### config.mk
export PLATFORM = sky130hd
export DESIGN_NAME = lfsr_updown_counter
export DESIGN_NICKNAME = d
export VERILOG_FILES = /design/src/rtl/lfsr_updown_pkg.sv /design/src/rtl/lfsr_updown_next.sv /design/src/rtl/lfsr_updown_counter.sv
export SDC_FILE = /design/constraint.sdc
export NUM_CORES = 1
export LEC_CHECK = 0
export BUFFER_PORTS_ARGS = -buffer_cell sky130_fd_sc_hd__buf_2
export CAP_MARGIN = 20
export CORE_AREA = 4 4 41 43
export DETAILED_ROUTE_END_ITERATION = 6
export DIE_AREA = 0 0 45 47
export GPL_ROUTABILITY_DRIVEN = 0
export MAX_ROUTING_LAYER = met4
export PLACE_DENSITY = 0.65
export RECOVER_POWER = 25
export SLEW_MARGIN = 10
export SYNTH_ARGS = -nofsm -noshare
export SYNTH_HDL_FRONTEND = slang
export SYNTH_SLANG_ARGS = --single-unit
### constraint.sdc
create_clock -name clk -period 1.89 [get_ports clk]
set_input_delay 0.378 -clock clk [delete_from_list [all_inputs] [get_ports clk]]
set_output_delay 0.378 -clock clk [all_outputs]
set_load 0.1 [all_outputs]
### src/rtl/lfsr_updown_pkg.sv
`default_nettype none
// ============================================================================
//  Module      : lfsr_updown_pkg
//  Description : Shared constants and helpers for the bidirectional LFSR
//                counter: default width/taps, the up-direction feedback mask
//                derivation and the default-width boundary states.
//  Revision    : 1.0 - initial release
// ============================================================================
package lfsr_updown_pkg;

    localparam int         DEFAULT_WIDTH = 8;
    localparam logic [7:0] DEFAULT_TAPS  = 8'hB1;

    // Widest register the mask helper supports.
    localparam int         MAX_WIDTH     = 32;

    // Last state before zero in each direction, for the default width.
    localparam logic [7:0] BOUNDARY_UP   = 8'h01;
    localparam logic [7:0] BOUNDARY_DOWN = 8'h80;

    // The up step must undo the down step. The bit shifted out on the down
    // step (old MSB) is recovered from the shifted-in feedback, so the up mask
    // is the down taps moved one place left with bit 0 always set.
    function automatic logic [MAX_WIDTH-1:0] up_mask(input logic [MAX_WIDTH-1:0] taps);
        return (taps << 1) | MAX_WIDTH'(1);
    endfunction

endpackage : lfsr_updown_pkg
`default_nettype wire

### src/rtl/lfsr_updown_next.sv
`default_nettype none
// ============================================================================
//  Module      : lfsr_updown_next
//  Description : Combinational next-state function of the bidirectional LFSR.
//                Down = shift left with XNOR feedback over TAPS;
//                Up   = shift right with XNOR feedback over the derived mask.
//                Optional macro LFSR_UPDOWN_LOCKUP_RECOVERY_EN maps the
//                all-ones lock-up state to zero.
//  Ports       : count      - current state
//                up_down    - 1 = up (shift right), 0 = down (shift left)
//                next_count - state after one step
//  Revision    : 1.0 - initial release
// ============================================================================
module lfsr_updown_next
    import lfsr_updown_pkg::*;
#(
    parameter int               WIDTH = DEFAULT_WIDTH,
    parameter logic [WIDTH-1:0] TAPS  = WIDTH'(DEFAULT_TAPS)
) (
    input  logic [WIDTH-1:0] count,
    input  logic             up_down,
    output logic [WIDTH-1:0] next_count
);

    localparam logic [MAX_WIDTH-1:0] c_umask_full = up_mask(MAX_WIDTH'(TAPS));
    localparam logic [WIDTH-1:0]     c_umask      = c_umask_full[WIDTH-1:0];

    logic             w_fb_down;
    logic             w_fb_up;
    logic [WIDTH-1:0] w_step;

    assign w_fb_down = ~^(count & TAPS);
    assign w_fb_up   = ~^(count & c_umask);

    assign w_step = up_down ? {w_fb_up, count[WIDTH-1:1]}
                            : {count[WIDTH-2:0], w_fb_down};

`ifdef LFSR_UPDOWN_LOCKUP_RECOVERY_EN
    // All-ones is a fixed point of XNOR feedback; escape it to zero.
    assign next_count = (&count) ? '0 : w_step;
`else
    assign next_count = w_step;
`endif

endmodule : lfsr_updown_next
`default_nettype wire

### src/rtl/lfsr_updown_counter.sv
`default_nettype none
// ============================================================================
//  Module      : lfsr_updown_counter
//  Description : Bidirectional maximal-length LFSR counter with a
//                combinational boundary flag for the selected direction.
//                Optional macro: LFSR_UPDOWN_LOCKUP_RECOVERY_EN (all-ones
//                state steps to zero instead of locking up).
//  Ports       : clk      - rising-edge clock
//                reset    - synchronous active-high reset (count <= 0)
//                enable   - advance one step this cycle
//                up_down  - 1 = up, 0 = down
//                count    - registered LFSR state
//                overflow - count is the last state before 0 in the
//                           current direction (pure decode)
//  Revision    : 1.0 - initial release
// ============================================================================
module lfsr_updown_counter
    import lfsr_updown_pkg::*;
#(
    parameter int               WIDTH = DEFAULT_WIDTH,
    parameter logic [WIDTH-1:0] TAPS  = WIDTH'(DEFAULT_TAPS)
) (
    input  logic             clk,
    input  logic             reset,
    input  logic             enable,
    input  logic             up_down,
    output logic [WIDTH-1:0] count,
    output logic             overflow
);

    localparam logic [WIDTH-1:0] c_boundary_up   = WIDTH'(1);
    localparam logic [WIDTH-1:0] c_boundary_down = c_boundary_up << (WIDTH-1);

    logic [WIDTH-1:0] r_count;
    logic [WIDTH-1:0] w_next;

    lfsr_updown_next #(
        .WIDTH (WIDTH),
        .TAPS  (TAPS)
    ) u_next (
        .count      (r_count),
        .up_down    (up_down),
        .next_count (w_next)
    );

    always_ff @(posedge clk) begin
        if (reset) begin
            r_count <= '0;
        end else if (enable) begin
            r_count <= w_next;
        end
    end

    assign count    = r_count;
    assign overflow = up_down ? (r_count == c_boundary_up)
                              : (r_count == c_boundary_down);

endmodule : lfsr_updown_counter
`default_nettype wire

==> impl_results.md <==
* Post-Synthesis Cells at 49
* Initial antenna violation count at 0
* DP Worst Slack at 273 ps
* Critical path class: reg2out
* Ys Warns at 0
* Initial core utilization at 0.342
* GR Overflow Total at 0
* Vias/cell at 5.05
* CP Max Fanout at 6
* Min cycle time layout at 1680 ps
* # setup viols final at 0
* Largest net degree at the start of global routing at 17
* Final setup margin at 210 ps
* Critical Path RT at 1510 ps
* Synth cell types at 19
* Vias in the first global route at 372
* Core area at 0.00130 mm²
* Setup repair bufs after CTS at 0
* First-pass GRT wire length at 1650 µm
* CTS tree: built
* Final setup TNS at 0 ps
* DRT iter0 DRCs at 4
* Root buffer cell: clkbuf_4
* LEAKAGE at 0.253 nW
* Reg clk slew, reported paths at 50 ps
* Rows at 13
* Max reg flops at 8
* Die H at 47 µm
* Worst Reg2Reg Path Length in Cells at 6
* Peak supply drop at 599 µV
* Hold Path Class: in2reg
* Setup Skew at 0.559 ps
* Final period utilization at 0.889
* Slew @ Worst Pin at 488 ps
* DP Cell Count at 73
* Die X at 45 µm
* DP HPWL at 647 µm
* PwrDens at 941 mW/mm²
* Placed cell area at 527 µm²
* Top reg by flops: count
* Cell area after synthesis at 445 µm²
* Peak Freq at 595 MHz
* Hold Buf Count CTS at 0
* Net Count, Synth at 54
* Finished Layout Cells at 76
* Cell area after layout at 548 µm²
* Fin nets at 68
* Syn Area/Cell at 9.09 µm²
* Crit. End Element: output port
* Routed WL at 913 µm
* Max Cap Viol at 0
* CTS H-tree lvls at 1
* Final slew viol count at 0
* Hold path depth at 2
* Wire per inst at 12.0 µm
* CTS buffer count at 3
* Min Hold Slack at 397 ps
* Status: finished, final reports clean
* Routed Antenna Nets at 0
* Power, Total at 0.516 mW
* Largest regs: count (8)
* Ports at 13
* Routed via count at 384
* Clock share of power at 0.252
* NetSw at 0.211 mW
* Initial DRT Pass Iterations at 4
* Hold Vio Cnt, Final at 0
* Sequential cell area fraction in the yosys report at 0.360
* Die area at 0.00212 mm²
* DRC viols at 0
* Data arrival, critical path at 1300 ps
* Share of post-route cells with drive strength above 1 at 0.344
* I/O Buffers at 12
* Reg power frac at 0.390
* Post-CTS Resized at 0
* Util after Layout at 0.421
* Max-slew headroom at 0.677
* CP startpoint kind: flop
* Layout area overhead at 23.0%
* TritonCTS Sinks at 8
* RSZ-0062 raised after global routing: false
* Synthesized flop and latch total at 8
* Clock latency on the worst-skew pair at 250 ps
* Logic pwr share at 0.358
* Sw Ratio at 0.410
* GRT Total Usage at 0.111
* CTS Buffer Depth at 2
* Ant. Diodes at 0
* Pint at 0.304 mW
## cells in the mapped netlist, drive strengths merged
cell	n	area (µm²)
a211oi	7	57.6
a22oi	1	7.51
a2bb2oi	1	8.76
and3	1	6.26
buf	3	20.0
dfxtp	8	160
ha	1	12.5
inv	3	11.3
mux2i	6	60.1
nand2	3	11.3
nor2	9	33.8
nor4	1	6.26
o21ai	2	10.0
xnor2	1	8.76
xnor3	1	22.5
xor2	1	8.76
## area by class of cell
class / instances / area, µm²
fill: 139 / 753
multi-input combinational: 35 / 255
sequential: 8 / 165
timing repair buffer: 12 / 75.1
clock buffer: 3 / 22.5
tap: 15 / 18.8
inverter: 3 / 11.3
## kinds of logic after synthesis
group | synth area share
AND/OR/NAND/NOR | 0.129
AO/OA/AOI/OAI | 0.188
adder cells (fa/ha/maj) | 0.0281
buffers and inverters | 0.0702
multiplexers | 0.135
XOR/XNOR | 0.0899
flip-flops | 0.360
## final timing paths
| check | startpoint | endpoint | slack, ps |
|---|---|---|---|
| worst max register to register | count[5] | count[0] | 460 |
| worst min register to register | count[4] | count[4] | 510 |
| worst min-delay path | reset | count[7] | 400 |
| worst max-delay path | count[5] | overflow | 210 |
## placed cells by master (no fill, tap or decap), types with 2 or more instances in the layout
cell type / count
a211oi_1: 6
buf_2: 11
clkbuf_4: 3
dfxtp_1: 4
dfxtp_2: 4
inv_1: 3
mux2i_1: 6
nand2_1: 3
nor2_1: 9
o21ai_0: 2
## power by group through the flow
stage | clock network (mW) | registers [mW] | logic, mW
global route | 0.143 | 0.204 | 0.198
CTS | 0.133 | 0.202 | 0.186
floorplan | 0 | 0.291 | 0.0707
detailed placement | 0 | 0.205 | 0.186
global placement | 0 | 0.205 | 0.185
finish | 0.130 | 0.201 | 0.185
## layer usage
metal / share of wire / GRT usage / vias up / wire length [µm]
li1: - / - / 197 / -
met1: 0.48 / 0.138 / 176 / 439
met2: 0.44 / 0.169 / 11 / 403
met3: 0.077 / 0.0575 / 0 / 70
met4: 0 / 0 / 0 / 0
met5: 0 / - / - / 0
## critical path, stage by stage, from the launching register on
cell     delay (ps)
dfxtp_1         450
inv_1            70
ha_1            180
and3_2          190
buf_12          160
Power figures use the tool's default switching activity.
